**src/rtl/axi_perf_wr_mo.sv**
```systemverilog
// Multi-outstanding AXI4 write traffic generator for bandwidth measurement.
// Define AXI_PERF_WR_MO_STATS_EN to build the err_cnt / cycle_cnt statistics counters.
module axi_perf_wr_mo #(
    parameter int AXI_ADDR_WIDTH  = 20,
    parameter int AXI_DATA_WIDTH  = 16,
    parameter int AXI_ID_WIDTH    = 4,
    parameter int AXI_STRB_WIDTH  = AXI_DATA_WIDTH / 8,
    parameter int AXI_ID          = 0,
    parameter int MAX_OUTSTANDING = 4
) (
    input  logic                      clk,
    input  logic                      rst_n,
    input  logic                      start,
    output logic                      busy,
    output logic                      done,
    input  logic [AXI_ADDR_WIDTH-1:0] base_addr,
    input  logic [7:0]                burst_beats,
    input  logic [AXI_ADDR_WIDTH-1:0] burst_stride,
    input  logic [2:0]                burst_awsize,
    input  logic [15:0]               burst_num,
    output logic [15:0]               err_cnt,
    output logic [31:0]               cycle_cnt,
    output logic                      m_axi_awvalid,
    input  logic                      m_axi_awready,
    output logic [AXI_ADDR_WIDTH-1:0] m_axi_awaddr,
    output logic [AXI_ID_WIDTH-1:0]   m_axi_awid,
    output logic [7:0]                m_axi_awlen,
    output logic [2:0]                m_axi_awsize,
    output logic [1:0]                m_axi_awburst,
    output logic                      m_axi_wvalid,
    input  logic                      m_axi_wready,
    output logic [AXI_DATA_WIDTH-1:0] m_axi_wdata,
    output logic [AXI_STRB_WIDTH-1:0] m_axi_wstrb,
    output logic                      m_axi_wlast,
    input  logic                      m_axi_bvalid,
    output logic                      m_axi_bready,
    input  logic [AXI_ID_WIDTH-1:0]   m_axi_bid,
    input  logic [1:0]                m_axi_bresp
);

    localparam logic [15:0] MAX_OUT = 16'(MAX_OUTSTANDING);

    typedef enum logic [1:0] {IDLE, RUN, DRAIN, DONE} state_t;

    state_t state, state_next;

    logic [AXI_ADDR_WIDTH-1:0] stride_r;
    logic [AXI_ADDR_WIDTH-1:0] addr_acc;
    logic [7:0]                beats_r;
    logic [2:0]                size_r;
    logic [15:0]               num_r;
    logic [15:0]               aw_cnt;
    logic [15:0]               w_cnt;
    logic [15:0]               b_cnt;
    logic [7:0]                beat;
    logic [AXI_DATA_WIDTH-1:0] data_cnt;
    logic [15:0]               outstanding;
    logic                      start_acc;
    logic                      aw_hs;
    logic                      w_hs;
    logic                      b_take;
    logic                      last_w_hs;
    logic                      unused_b;

    function automatic logic [AXI_STRB_WIDTH-1:0] strb_mask(input logic [2:0] size);
        logic [AXI_STRB_WIDTH-1:0] m;
        m = '0;
        for (int i = 0; i < AXI_STRB_WIDTH; i++) begin
            if (i < (1 << size)) m[i] = 1'b1;
        end
        return m;
    endfunction

    assign start_acc   = (state == IDLE) && start;
    assign outstanding = aw_cnt - b_cnt;

    // AW and W valids derive from registered counters only, so they stay stable
    // while waiting for ready: aw_cnt/w_cnt move only on handshakes, b_cnt only grows.
    assign m_axi_awvalid = (state == RUN) && (aw_cnt < num_r) && (outstanding < MAX_OUT);
    assign m_axi_awaddr  = addr_acc;
    assign m_axi_awid    = AXI_ID_WIDTH'(AXI_ID);
    assign m_axi_awlen   = beats_r - 8'd1;
    assign m_axi_awsize  = size_r;
    assign m_axi_awburst = 2'b01;

    assign m_axi_wvalid = (state == RUN) && (w_cnt < aw_cnt);
    assign m_axi_wdata  = data_cnt;
    assign m_axi_wstrb  = strb_mask(size_r);
    assign m_axi_wlast  = (beat == beats_r - 8'd1);

    assign m_axi_bready = 1'b1;

    assign aw_hs     = m_axi_awvalid && m_axi_awready;
    assign w_hs      = m_axi_wvalid && m_axi_wready;
    assign b_take    = m_axi_bvalid && ((state == RUN) || (state == DRAIN));
    assign last_w_hs = w_hs && m_axi_wlast && (w_cnt == num_r - 16'd1);
    assign done      = (state == DONE);
    assign unused_b  = ^{m_axi_bid, m_axi_bresp};

    always_comb begin
        state_next = state;
        case (state)
            IDLE:    if (start) state_next = (burst_num == 16'd0) ? DONE : RUN;
            RUN:     if (last_w_hs) state_next = DRAIN;
            DRAIN:   if (b_cnt == num_r) state_next = DONE;
            DONE:    state_next = IDLE;
            default: state_next = IDLE;
        endcase
    end

    // Run configuration and the address accumulator carry no reset; they are
    // loaded on every accepted start before anything consumes them.
    always_ff @(posedge clk) begin
        if (start_acc) begin
            stride_r <= burst_stride;
            beats_r  <= burst_beats;
            size_r   <= burst_awsize;
            num_r    <= burst_num;
            addr_acc <= base_addr;
        end else if (aw_hs) begin
            addr_acc <= addr_acc + stride_r;
        end
    end

    always_ff @(posedge clk or negedge rst_n) begin
        if (!rst_n) begin
            state    <= IDLE;
            busy     <= 1'b0;
            aw_cnt   <= '0;
            w_cnt    <= '0;
            b_cnt    <= '0;
            beat     <= '0;
            data_cnt <= '0;
        end else begin
            state <= state_next;
            if (start_acc) begin
                busy     <= 1'b1;
                aw_cnt   <= '0;
                w_cnt    <= '0;
                b_cnt    <= '0;
                beat     <= '0;
                data_cnt <= '0;
            end else begin
                if (state_next == DONE || state_next == IDLE) busy <= 1'b0;
                if (aw_hs) aw_cnt <= aw_cnt + 16'd1;
                if (w_hs) begin
                    data_cnt <= data_cnt + 1'b1;
                    if (m_axi_wlast) begin
                        beat  <= '0;
                        w_cnt <= w_cnt + 16'd1;
                    end else begin
                        beat <= beat + 8'd1;
                    end
                end
                if (b_take) b_cnt <= b_cnt + 16'd1;
            end
        end
    end

`ifdef AXI_PERF_WR_MO_STATS_EN
    always_ff @(posedge clk or negedge rst_n) begin
        if (!rst_n) begin
            err_cnt   <= '0;
            cycle_cnt <= '0;
        end else if (start_acc) begin
            err_cnt   <= '0;
            cycle_cnt <= '0;
        end else begin
            if (b_take && (m_axi_bresp != 2'b00) && (err_cnt != 16'hFFFF))
                err_cnt <= err_cnt + 16'd1;
            if (busy && (state != DONE) && (cycle_cnt != 32'hFFFF_FFFF))
                cycle_cnt <= cycle_cnt + 32'd1;
        end
    end
`else
    assign err_cnt   = '0;
    assign cycle_cnt = '0;
`endif

endmodule

```
**config.mk**
```make
export PLATFORM = sky130hd
export DESIGN_NAME = axi_perf_wr_mo
export DESIGN_NICKNAME = d
export VERILOG_FILES = /design/src/rtl/axi_perf_wr_mo.sv
export SDC_FILE = /design/constraint.sdc
export NUM_CORES = 1
export LEC_CHECK = 0
export BUFFER_PORTS_ARGS = -buffer_cell sky130_fd_sc_hd__buf_2
export CAP_MARGIN = 20
export CORE_MARGIN = 4
export CORE_UTILIZATION = 35
export DETAILED_ROUTE_END_ITERATION = 7
export PLACE_DENSITY = 0.66
export SYNTH_ARGS = -nofsm -noshare
export SYNTH_HDL_FRONTEND = slang
export SYNTH_SLANG_ARGS = --single-unit
```
**constraint.sdc**
```tcl
create_clock -name clk -period 5.5 [get_ports clk]
set_input_delay 0.825 -clock clk [delete_from_list [all_inputs] [get_ports clk]]
set_output_delay 0.825 -clock clk [all_outputs]
set_load 0.1 [all_outputs]
```
==> results of run 1 <==
cells in the mapped netlist (21+ instances only):
cell type and count:
a21oi_1 54, and3_1 21, buf_4 56, dfrtp_1 75, edfxtp_1 67, ha_1 75, inv_1 72, nand2_1 93
nand3_1 32, nand4_1 25, nor2_1 94, nor3_1 25, o21ai_0 30, xnor2_1 48, xor2_1 68
worst max-delay path, cell delays in order, from the launching register on:
cell	delay, ps
dfrtp_1	460
ha_1	370
a21o_1	190
a31o_1	210
a311o_4	430
a21boi_0	250
mux2i_1	300
nand3_1	110
a2111o_1	350
nor3_1	160
buf_2	460
stage by stage:
| step | hold slack (ps) | worst slack [ps] | cells | area [um^2] | total power, W |
|---|---|---|---|---|---|
| floorplan | 506 | 214 | 1085 | 10000 | 0.00340 |
| finish | 313 | 940 | 1545 | 11200 | 0.00495 |
| global route | 319 | 758 | 1545 | 11200 | 0.00524 |
| global placement | 462 | 1430 | 1511 | 10600 | 0.00375 |
| detailed placement | 468 | 1410 | 1511 | 10600 | 0.00379 |
| CTS | 484 | 926 | 1543 | 11200 | 0.00499 |
worst paths after layout:
| check | cells after the start | slack, ps | to | startpoint |
|---|---|---|---|---|
| max | 10 | 940 | m_axi_awvalid | aw_cnt[2]$_DFFE_PN0P_ |
| min | 1 | 310 | beat[6]$_DFFE_PN0P_ | rst_n |
| max reg2reg | 11 | 1420 | m_axi_awaddr[10]$_DFFE_PP_ | b_cnt[9]$_DFFE_PN0P_ |
| min reg2reg | 1 | 480 | busy$_DFFE_PN0P_ | busy$_DFFE_PN0P_ |
| max in group asynchronous | 2 | 4600 | aw_cnt[3]$_DFFE_PN0P_ | rst_n |
| min in group clk | 1 | 480 | busy$_DFFE_PN0P_ | busy$_DFFE_PN0P_ |
layer usage:
layer  routed length (um)  share of wire
met1                11000           0.46
met4                  460          0.019
met3                 1400          0.059
met5                   11        0.00046
met2                11000           0.46
cell type report:
type / count / area [um^2]
fill: 2741 / 16500
multi-input combinational: 791 / 5330
sequential: 142 / 3890
timing repair buffer: 130 / 686
tap: 378 / 473
clock buffer: 20 / 460
inverter: 72 / 273
clock inverter: 12 / 134
cell families (layout without fill, tap and decap cells):
| kind of cell | after synthesis | after routing | share of synthesized area |
|---|---|---|---|
| buf+inv | 152 | 234 | 0.0814 |
| mux | 13 | 13 | 0.0134 |
| other cells | 2 | 56 | 0.000765 |
| simple gates | 360 | 360 | 0.181 |
| xor+xnor | 121 | 121 | 0.115 |
| compound gates | 165 | 165 | 0.114 |
| flops | 142 | 142 | 0.396 |
| fa+ha+maj | 76 | 76 | 0.0977 |
where the power goes:
part / internal (W) / leakage (nW) / switching [W] / total [W]
combinational: 0.000622 / 3.22 / 0.00166 / 0.00228
clock: 0.000700 / 0.295 / 0.000476 / 0.00118
sequential: 0.00135 / 1.67 / 0.000137 / 0.00149
total: 0.00268 / 5.18 / 0.00228 / 0.00495
flip-flops by register name, indices dropped and copies added (netlist names):
| signal | cells |
|---|---|
| aw_cnt | 16 |
| b_cnt | 16 |
| beat | 8 |
| beats_r | 8 |
| busy | 1 |
| m_axi_awaddr | 20 |
| m_axi_awsize | 3 |
| m_axi_wdata | 16 |
| num_r | 16 |
| state | 2 |
| stride_r | 20 |
| w_cnt | 16 |
==> results.yml, run 1 <==
routing:
  drtIter0Drc: 573
  via_per_inst: 5.00
  routedWlPerCell_um: 15.4
  totalWireLength_mm: 23.8
  drt.antenna.violating_nets: 0
  drc_errors: 0
  num_vias: 7724
  dr.pass1.iters: 5
clocking:
  clk_path_buf_depth: 2
  clock_latency_ps: 430
  post_cts_buffers: 0
  cts_buffers: 17
  cts_tree: "yes"
  path_clk_slew_ps: 70
  htreeDepth: 4
  cts.repair.resized: 0
  hold_buffers: 0
  cts_root_buffer: "clkbuf_16"
  clkSinkCount: 142
outcome:
  status: "complete, no violations"
sta:
  grt_setup_unrepaired: "no"
  hold_viol_final: 0
  min_period_over_period: 0.829
  period_minus_slack_ps: 4560
  tns_ps: 0
  fin_skew_ps: 9.41
  setup_viol: 0
  worst_pin_slew_ps: 887
  maxSlewHeadroom: 0.394
  maxSlewViolCount: 0
  fmax_mhz: 219
yosys:
  syn_inst: 1031
  ys_types: 67
  yosys_warnings: 0
  synth.largest_area_cell: "edfxtp_1"
  synth_area_leaders: "edfxtp_1, dfrtp_1, ha_1"
  netlist_area_um2: 9810
  synth-edff-count: 67
  syn_avg_cell_area_um2: 9.52
  synth_top_area_share: 0.205
  synth_seq_cells: 142
  ys.flop_type: "dfrtp_1"
  ys_seq_area_frac: 0.396
  ys_async_sr_fraction: 0.528
global_route:
  gr-total-overflow: 0
  grt_max_degree: 78
  top_usage_layer: "met2"
  gr-usage-met3: 0.0329
  antenna_found_initial: 1
  met2_usage: 0.252
  grt_pass1_vias: 7625
  track_usage: 0.153
  grt_pass1_wl_mm: 38.4
  grt.met1_usage: 0.205
setup_path:
  endpoint_kind: "output port"
  critical_path_peak_fanout: 5
  critical_path_required_ps: 4680
  critPathLaunchType: "flop"
  crit_type: "flop to output port"
  arrival_ps: 3730
floorplanning:
  io_pins: 188
  fp-row-count: 61
  die_h_um: 175
  die_w_um: 175
  core_area_um2: 27700
  die-area_um2: 30800
  start_util: 0.354
pwr:
  leakagePower_nw: 5.18
  ir_worst_vdd_uv: 344
  p_per_area_nw_per_um2: 440
placement:
  place_congestion: 0.875
  hpwl_mm: 17.6
  port-buffer-count: 125
cells_and_area:
  syn_to_final_growth_pct: 14.6
  drive_gt1_frac: 0.148
  final_util: 0.406
  nNetsFinal: 1309
  mostFrequentLayoutCells: "buf_2, nor2_1, nand2_1"
  final_common_cell: "buf_2"
  antenna_cells: 0
hold_path:
  hp-class: "input port to async pin"
flow_run:
  drv_cap: 0
Note: power is estimated with default switching activity, not from simulation.
==> inputs of run 2 (changes only) <==
- clock period: 5.5 -> 4.3 ns (I/O delays scaled with it)
==> run 2 against run 1 <==
Compared with the run above:
- via count is 0.58% higher
- register-to-register slack worse by 870 ps
- non-clock buffer count is 5 higher
- power is 28% higher
- die area stayed put
- highest routed layer is now met4
- cell count is 0.32% higher
- global-route usage is 0.097 points lower
- first-iteration DRC count is 5.8% lower
- final area is 0.60% higher
- critical path type unchanged
- largest cell class unchanged
==> results.yml, run 2 (synthesis results as in run 1) <==
global_route:
  antenna_found_initial: 0
  grt_pass1_wl_mm: 38.1
  track_usage: 0.152
  grt_pass1_vias: 7437
  gr-total-overflow: 0
  grt_max_degree: 79
routing:
  routedWlPerCell_um: 15.5
  drt.antenna.violating_nets: 0
  via_per_inst: 5.01
  num_vias: 7769
  drc_errors: 0
  dr.pass1.iters: 5
  totalWireLength_mm: 24.0
  drtIter0Drc: 540
setup_path:
  r2r-start: "b_cnt[9]$_DFFE_PN0P_"
  path_delay_family: "compound AO/OA/AOI/OAI gates"
  crit_start: "b_cnt[2]$_DFFE_PN0P_"
  endpoint_kind: "output port"
  cpPeakStageDelay_ps: 430
  critical_path_peak_fanout: 5
  slowest_stage: "a311o_4"
  path_buf_inv: 2
  cp_cell_sequence: "inv_1 > ha_1 > a21o_1 > a31o_1 > a311o_4 > a21oi_1 > mux2i_1 > nand3_1 > a2111o_1 > nor3_2 > buf_6"
  crit-reg2reg-capture: "m_axi_awaddr[19]$_DFFE_PP_"
  critical_path_required_ps: 3650
  crit_type: "flop to output port"
  reg2regPathDepth: 12
  rrSetupSlack_ps: 550
  arrival_ps: 3500
  worst-path-stages: 11
  critPathLaunchType: "flop"
  endpoint: "m_axi_awvalid"
sta:
  setup_viol: 0
  maxSlewViolCount: 0
  period_minus_slack_ps: 4140
  maxSlewHeadroom: 0.392
  hold_viol_final: 0
  fmax_mhz: 241
  min_period_over_period: 0.963
  fin_skew_ps: 15.2
  grt_setup_unrepaired: "no"
  worst_pin_slew_ps: 912
  tns_ps: 0
pwr:
  p_total_w: 0.00635
  ir_worst_vdd_uv: 582
  leakagePower_nw: 5.22
  p_per_area_nw_per_um2: 561
flow_run:
  drv_cap: 0
clocking:
  cts_tree: "yes"
  clock_latency_ps: 440
  cts_root_buffer: "clkbuf_16"
  clkSinkCount: 142
  htreeDepth: 4
  hold_buffers: 0
  clk_path_buf_depth: 2
  cts_buffers: 17
  path_clk_slew_ps: 60
  post_cts_buffers: 0
floorplanning:
  core_area_um2: 27700
  fp-row-count: 61
  start_util: 0.354
  io_pins: 188
  die-area_um2: 30800
  die_w_um: 175
  die_h_um: 175
placement:
  place_congestion: 0.837
  hpwl_mm: 17.9
  port-buffer-count: 125
cells_and_area:
  mostFrequentLayoutCells: "buf_2, nor2_1, nand2_1"
  fillCellCount: 2683
  final_common_cell: "buf_2"
  antenna_cells: 0
  drive_gt1_frac: 0.153
  syn_to_final_growth_pct: 15.3
  nNetsFinal: 1314
hold_path:
  hp-class: "input port to async pin"
outcome:
  status: "complete, no violations"
## run 2: cell types whose count changed in the layout (fill, tap and decap cells not counted), sizes merged
cell,change
bufinv,-1
clkinv,+3
clkinvlp,-1
inv,-2
buf,+6
## run 2: worst min path at each step
| stage | startpoint | to | slack [ps] | cells after the start |
|---|---|---|---|---|
| 2_1_floorplan | rst_n | aw_cnt[0]$_DFFE_PN0P_ | 350 | 0 |
| 3_3_place_gp | busy$_DFFE_PN0P_ | busy$_DFFE_PN0P_ | 460 | 1 |
| 3_5_place_dp | busy$_DFFE_PN0P_ | busy$_DFFE_PN0P_ | 470 | 1 |
| 4_1_cts | burst_beats[4] | beats_r[4]$_DFFE_PP_ | 360 | 1 |
| 5_1_grt | rst_n | beat[4]$_DFFE_PN0P_ | 190 | 1 |
| 6_report | rst_n | state[1]$_DFF_PN0_ | 170 | 1 |
## run 2: cell type report
type	instances	area [um^2]	share of cell area
Tap cell	378	473	0.0418
Timing Repair Buffer	135	727	0.0643
Multi-Input combinational cell	791	5340	0.472
Inverter	72	273	0.0241
Sequential cell	142	3890	0.344
Clock inverter	11	104	0.00918
Clock buffer	21	504	0.0446
## run 2: where the power goes
group | leakage (nW) | internal [W] | switching (W)
Clock | 0.303 | 0.000902 | 0.000605
Sequential | 1.67 | 0.00173 | 0.000168
Combinational | 3.25 | 0.000801 | 0.00214
## run 2: metrics by stage
step | setup slack [ps] | cell area [um^2] | hold WS, ps | utilization | instances
floorplan | 40.5 | 10000 | 349 | - | 1085
global placement | 463 | 10700 | 463 | 0.385 | 1516
detailed placement | 382 | 10700 | 471 | 0.385 | 1516
CTS | 43.3 | 11300 | 365 | 0.407 | 1548
global route | 6.22 | 11300 | 193 | 0.408 | 1550
finish | 159 | 11300 | 165 | 0.408 | 1550
## run 2: what timing repair did
item,CTS,global route
endpoints found under the setup margin,1,1
endpoints found under the hold margin,0,0
resized for setup,1,2
cloned,0,0
## run 2: layer usage
layer	track usage	routed length, um	vias up
li1	-	-	3822
met1	0.200	10900	3691
met2	0.252	11100	220
met3	0.0308	1440	36
met4	0.0517	591	0
met5	0	0	-
## run 2: worst register-to-register path: stages, from the launching register on
cell and delay [ps]:
dfrtp_1 440, inv_1 100, ha_1 410, nand2_1 120, o21ai_0 370, or3_1 210, a31oi_4 50, nor4_1 400
o32ai_1 170, or4_1 510, buf_4 240, nand2_1 100, buf_4 290
